<file path="src/rtl/pow_seq_pkg.sv">
// Shared definitions for the pow_seq integer-power sequencer.
// State encoding and default widths.
package pow_seq_pkg;

   localparam int unsigned DEF_DATA_W = 8;
   localparam int unsigned DEF_EXP_W  = 4;
   localparam int unsigned DEF_RES_W  = 32;

   typedef enum logic [1:0] {
      ST_IDLE = 2'd0,
      ST_RUN  = 2'd1,
      ST_DONE = 2'd2
   } state_t;

endpackage

</file>
<file path="src/rtl/pow_seq_mul_unit.sv">
// Shared RES_W x RES_W multiplier: low half of the product plus a flag that
// the high half is nonzero (product did not fit in RES_W bits).
module pow_seq_mul_unit #(
   parameter int unsigned RES_W = 32
) (
   input  logic [RES_W-1:0] op_a,
   input  logic [RES_W-1:0] op_b,
   output logic [RES_W-1:0] prod_lo,
   output logic             hi_nz
);

   logic [2*RES_W-1:0] prod;

   assign prod    = (2*RES_W)'(op_a) * (2*RES_W)'(op_b);
   assign prod_lo = prod[RES_W-1:0];
   assign hi_nz   = |prod[2*RES_W-1:RES_W];

endmodule

</file>
<file path="src/rtl/pow_seq.sv">
// LSB-first square-and-multiply sequencer computing base**exp mod 2**RES_W
// with a single multiplier shared between accumulate and square steps.
module pow_seq
   import pow_seq_pkg::*;
#(
   parameter int unsigned DATA_W = DEF_DATA_W,
   parameter int unsigned EXP_W  = DEF_EXP_W,
   parameter int unsigned RES_W  = DEF_RES_W
) (
   input  logic              clk,
   input  logic              rst,
   input  logic [DATA_W-1:0] data_in,
   input  logic [EXP_W-1:0]  exp_in,
   input  logic              in_valid,
   output logic              in_ready,
   output logic [RES_W-1:0]  data_out,
   output logic              out_ovf,
   output logic              out_valid,
   input  logic              out_ready,
   output logic              busy
);

   state_t             state, state_nxt;
   logic [RES_W-1:0]   acc, acc_nxt;
   logic [RES_W-1:0]   b, b_nxt;
   logic [EXP_W-1:0]   e, e_nxt;
   logic               phase, phase_nxt;
   logic               ovf, ovf_nxt;
   logic               b_ovf, b_ovf_nxt;

   logic               sel_acc;
   logic [RES_W-1:0]   mul_a;
   logic [RES_W-1:0]   prod_lo;
   logic               hi_nz;

   // Accumulate step uses acc as left operand; every other RUN cycle squares b
   assign sel_acc = (state == ST_RUN) && !phase && e[0];
   assign mul_a   = sel_acc ? acc : b;

   pow_seq_mul_unit #(.RES_W(RES_W)) u_mul (
      .op_a    (mul_a),
      .op_b    (b),
      .prod_lo (prod_lo),
      .hi_nz   (hi_nz)
   );

   // Next-state and datapath update
   always_comb begin
      state_nxt = state;
      acc_nxt   = acc;
      b_nxt     = b;
      e_nxt     = e;
      phase_nxt = phase;
      ovf_nxt   = ovf;
      b_ovf_nxt = b_ovf;
      case (state)
         ST_IDLE: begin
            if (in_valid && in_ready) begin
               b_nxt     = RES_W'(data_in);
               e_nxt     = exp_in;
               acc_nxt   = RES_W'(1);
               ovf_nxt   = 1'b0;
               b_ovf_nxt = 1'b0;
               phase_nxt = 1'b0;
               state_nxt = (exp_in != '0) ? ST_RUN : ST_DONE;
            end
         end
         ST_RUN: begin
            if (sel_acc) begin
               acc_nxt   = prod_lo;
               ovf_nxt   = ovf | hi_nz | b_ovf;
               phase_nxt = 1'b1;
            end else begin
               // b overflow only matters once b is folded into acc, so the
               // trailing square never reaches ovf
               b_nxt     = prod_lo;
               b_ovf_nxt = b_ovf | hi_nz;
               e_nxt     = e >> 1;
               phase_nxt = 1'b0;
               if ((e >> 1) == '0) begin
                  state_nxt = ST_DONE;
               end
            end
         end
         ST_DONE: begin
            if (out_valid && out_ready) begin
               state_nxt = ST_IDLE;
            end
         end
         default: state_nxt = ST_IDLE;
      endcase
   end

   // State, datapath and registered handshake flags
   always_ff @(posedge clk or negedge rst) begin
      if (!rst) begin
         state     <= ST_IDLE;
         acc       <= RES_W'(1);
         b         <= '0;
         e         <= '0;
         phase     <= 1'b0;
         ovf       <= 1'b0;
         b_ovf     <= 1'b0;
         in_ready  <= 1'b1;
         out_valid <= 1'b0;
         busy      <= 1'b0;
      end else begin
         state     <= state_nxt;
         acc       <= acc_nxt;
         b         <= b_nxt;
         e         <= e_nxt;
         phase     <= phase_nxt;
         ovf       <= ovf_nxt;
         b_ovf     <= b_ovf_nxt;
         in_ready  <= (state_nxt == ST_IDLE);
         out_valid <= (state == ST_DONE) && (state_nxt == ST_DONE);
         busy      <= (state_nxt != ST_IDLE);
      end
   end

   assign data_out = acc;
   assign out_ovf  = ovf;

endmodule

</file>
<file path="config.mk">
export PLATFORM = sky130hd
export DESIGN_NAME = pow_seq
export DESIGN_NICKNAME = d
export VERILOG_FILES = /design/src/rtl/pow_seq_pkg.sv /design/src/rtl/pow_seq_mul_unit.sv /design/src/rtl/pow_seq.sv
export SDC_FILE = /design/constraint.sdc
export NUM_CORES = 2
export LEC_CHECK = 0
export CAP_MARGIN = 10
export CELL_PAD_IN_SITES_DETAIL_PLACEMENT = 0
export CELL_PAD_IN_SITES_GLOBAL_PLACEMENT = 2
export CORE_MARGIN = 2
export CORE_UTILIZATION = 39
export CTS_BUF_LIST = sky130_fd_sc_hd__clkbuf_8
export DETAILED_ROUTE_END_ITERATION = 7
export GPL_TIMING_DRIVEN = 1
export PLACE_DENSITY_LB_ADDON = 0.1
export SYNTH_ARGS = -nofsm -noshare
export SYNTH_HDL_FRONTEND = slang
export SYNTH_HIERARCHICAL = 1
export SYNTH_SLANG_ARGS = --single-unit
</file>
<file path="constraint.sdc">
create_clock -name clk -period 8.1 [get_ports clk]
set_clock_uncertainty 0.2 [all_clocks]
set_input_delay 1.62 -clock clk [delete_from_list [all_inputs] [get_ports clk]]
set_output_delay 1.62 -clock clk [all_outputs]
set_load 0.05 [all_outputs]
</file>
==> results.md <==
* Status: complete, but fails checks
* Violated checks: setup timing
* Switch share at 0.553
* Slew Limit Fails at 0
* CTS sink count at 76
* IO Port Bufs at 51
* Peak Freq at 106 MHz
* Yosys reg bits at 76
* Die area at 97200 um2
* Final Hold Viols at 0
* First-pass GRT wire length at 196 mm
* Pre-CTS setup slack at -1.58 ns
* Detailed Route Iter0 Violations at 1632
* Area leader, netlist: fa_1
* Post-synth top cells: 896 x fa_1, 737 x inv_1, 611 x nand2_1, 599 x and2_1, 263 x ha_1
* Wire per inst at 22.0 um
* Worst Path Required at 8.17 ns
* Dpl hpwl at 105 mm
* Top Family by Delay on Critical Path: adder cells
* Top-count cell post-synth: fa_1
* Yosys top cell area share at 0.485
* Unrepaired setup endpoints after global routing: yes
* Crit path to: b_ovf$_DFFE_PN0P_
* Top sig layer: met4
* CP Launch Type: flop
* Number of cells on the worst reg-to-reg path at 33
* Clock period minus worst slack at 9.43 ns
* Met1 wire length at 60.8 mm
* # DRC at 0
* Period utilization at 1.16
* Die height at 312 um
* Clock Tree Root: clkbuf_8
* Max FO, Critical Path at 7
* Total Power at 16.6 mW
* Area growth syn-to-layout at 20.9%
* Clock share of power at 0.022
* Fraction of the yosys area taken by sequential cells at 0.0515
* Syn. warnings at 6
* Leakage power at 19.2 nW
* Synth cell types at 97
* WP depth at 33
* Width of the die at 312 um
* Largest net degree at the start of global routing at 67
* Vias per cell at 5.01
* Metal3 WL at 6.50 mm
* Clk Latency, worst-skew pair at 0.39 ns
* H-tree levels at 3
* RR Endpoint: b_ovf$_DFFE_PN0P_
* Tightest Hold Check Type: flop to flop
* Sum Neg Setup Slack at -6.75 ns
* Max-cap violations at 0
* Setup ws final at -1.33 ns
* Mean Syn Cell Area at 9.21 um2
* Worst r2r src: state[1]$_DFF_PN0_
* Slowest stage delay, CP at 0.62 ns
* Pwr dens at 371 nW/um2
* Synth Cell Area at 36900 um2
* Seq pwr share at 0.038
* Ys async rst share at 1.00
* Starting Density at 0.395
* NetSw at 9.15 mW
* CTS tree: built
* VDD IR max at 0.467 mV
* Comb pwr share at 0.939
* Crit end category: flop
* Slowest cell on crit path: fa_2
* Detailed-route via count at 28400
* I/O pins at 52
* CTS Hold Buffers Added at 0
* Routed WL at 125 mm
* Final ANT Viol Nets at 0
* Power Internal at 7.41 mW
* Finished Layout Cells at 5680
* Antenna violations before repair at 5
* CTS max path bufs at 2
* Layout cell share with drive strength beyond 1 at 0.203
* Cells after DPL at 5604
* Post-synth top flop: dfrtp_1
* TritonCTS Buffers at 9
* Final setup vio count at 19
* GRT Total Usage at 0.265
* Number of global-route vias before repair at 31500
* Syn Nets at 5187
* # nets final at 5594
* Worst-Margin Slew at 1.00 ns
* R2r setup slk at -1.33 ns
* Worst Path Buf+Inv at 9
* Setup CP Type: flop to flop
* DRT Pass-1 Iters at 7
* Largest cells by area after synthesis: fa_1 49%, and2_1 10%, ha_1 8.9%
* Clock slew at the register clock pins of the worst setup and hold paths at 0.08 ns
* Post-synth EDFFs at 0
* WHS at 0.318 ns
* Crit-path most repeated cell: fa_1
* Placeable Area at 93600 um2
* Metal2 WL at 56.8 mm
* Rows at 112
* Synthesized instance count at 4012
* Worst Path Arrival at 9.50 ns
* CP Launch Point: state[1]$_DFF_PN0_
* Placer Congestion at 0.909
* Headroom to the max-slew limit at 0.332
* Remaining Overflow, GRT at 0
==> logic make-up after synthesis <==
group	count (synthesis)	share of synthesized area
AOI/OAI and AO/OA	330	0.0569
xor gates and xnor gates	42	0.0103
adders and majority gates	1159	0.575
buffers and inverters	982	0.103
DFF	76	0.0515
muxes	43	0.0128
and+or+nand+nor	1380	0.191
==> worst register-to-register path: cells and delay by family, from the launching register on <==
| kind | cells | cell delay (ns) |
|---|---|---|
| buffers and inverters | 9 | 0.90 |
| AOI/OAI and AO/OA | 6 | 1.06 |
| adders and majority gates | 9 | 4.53 |
| DFF | 1 | 0.42 |
| and+or+nand+nor | 8 | 1.84 |
| muxes | 1 | 0.38 |
==> power by group through the flow <==
stage / Clock, mW / Combinational (mW) / Sequential [mW]
2_1_floorplan: 0 / 7.31 / 0.801
3_3_place_gp: 0 / 13.5 / 0.607
3_5_place_dp: 0 / 13.4 / 0.608
4_1_cts: 0.382 / 14.8 / 0.625
5_1_grt: 0.397 / 16.9 / 0.645
6_report: 0.373 / 15.6 / 0.634
==> how the worst min path moves through the flow <==
stage                            startpoint                 to  slack, ns  cells after the start
final                     b_ovf$_DFFE_PN0P_  b_ovf$_DFFE_PN0P_       0.32                      2
after global routing      b_ovf$_DFFE_PN0P_  b_ovf$_DFFE_PN0P_       0.37                      2
after CTS                 b_ovf$_DFFE_PN0P_  b_ovf$_DFFE_PN0P_       0.32                      2
after detailed placement  b_ovf$_DFFE_PN0P_  b_ovf$_DFFE_PN0P_       0.30                      2
after global placement    b_ovf$_DFFE_PN0P_  b_ovf$_DFFE_PN0P_       0.31                      2
after floorplan           b_ovf$_DFFE_PN0P_  b_ovf$_DFFE_PN0P_       0.26                      2
==> sequential cells by signal, summed over array words and instances (netlist names) <==
register / cells
busy: 1
e: 4
b: 32
in_ready: 1
out_valid: 1
data_out: 32
b_ovf: 1
out_ovf: 1
phase: 1
state: 2
==> placed cells by master (no fill, tap or decap), types with 8 or more instances in the layout <==
cell             count
o21ai_2             18
inv_2               27
a21o_1              18
fa_2                33
ha_4                23
o21a_1              14
a31oi_1             11
clkdlybuf4s50_1     50
ha_1               239
and2_4              23
buf_4              493
nand3_1             26
dfrtp_1             74
fa_1               863
o21ai_0             66
nor2_1              32
nand2_1            595
and2_1             576
mux2i_1              8
a21oi_1             54
nand4_1             23
o21ai_1             34
clkbuf_8             9
xnor2_1             23
a21oi_2             24
a21boi_0             8
buf_12              39
nor3_1              16
buf_6               41
inv_1              711
nand2_2             10
mux2_2              13
mux2_4              29
==> per-layer routing <==
| metal | vias to the layer above | global-route usage |
|---|---|---|
| met4 | 0 | 0.0198 |
| met3 | 44 | 0.0308 |
| li1 | 12800 | - |
| met5 | - | 0 |
| met2 | 562 | 0.419 |
| met1 | 15000 | 0.406 |
==> through the flow <==
stage / utilization / cell area [um2]
4_1_cts: 0.470 / 44000
5_1_grt: 0.477 / 44700
3_3_place_gp: 0.454 / 42500
3_5_place_dp: 0.454 / 42500
2_1_floorplan: - / 37100
6_report: 0.477 / 44700
==> layout make-up <==
cell class                      count  area (um2)
Multi-Input combinational cell   2961       32500
Antenna cell                        2        5.00
Clock buffer                        9         124
Sequential cell                    76        1900
Inverter                          737        2770
Fill cell                        9255       48900
Tap cell                         1254        1570
Clock inverter                      7         116
Timing Repair Buffer              634        5670
==> timing repair <==
action	4_1_cts	5_1_grt
pin swaps	66	46
setup buffers	36	11
setup endpoints to repair	30	30
resized for setup	228	133
hold endpoints to repair	0	0
gates cloned	9	3
Power figures use the tool's default switching activity.
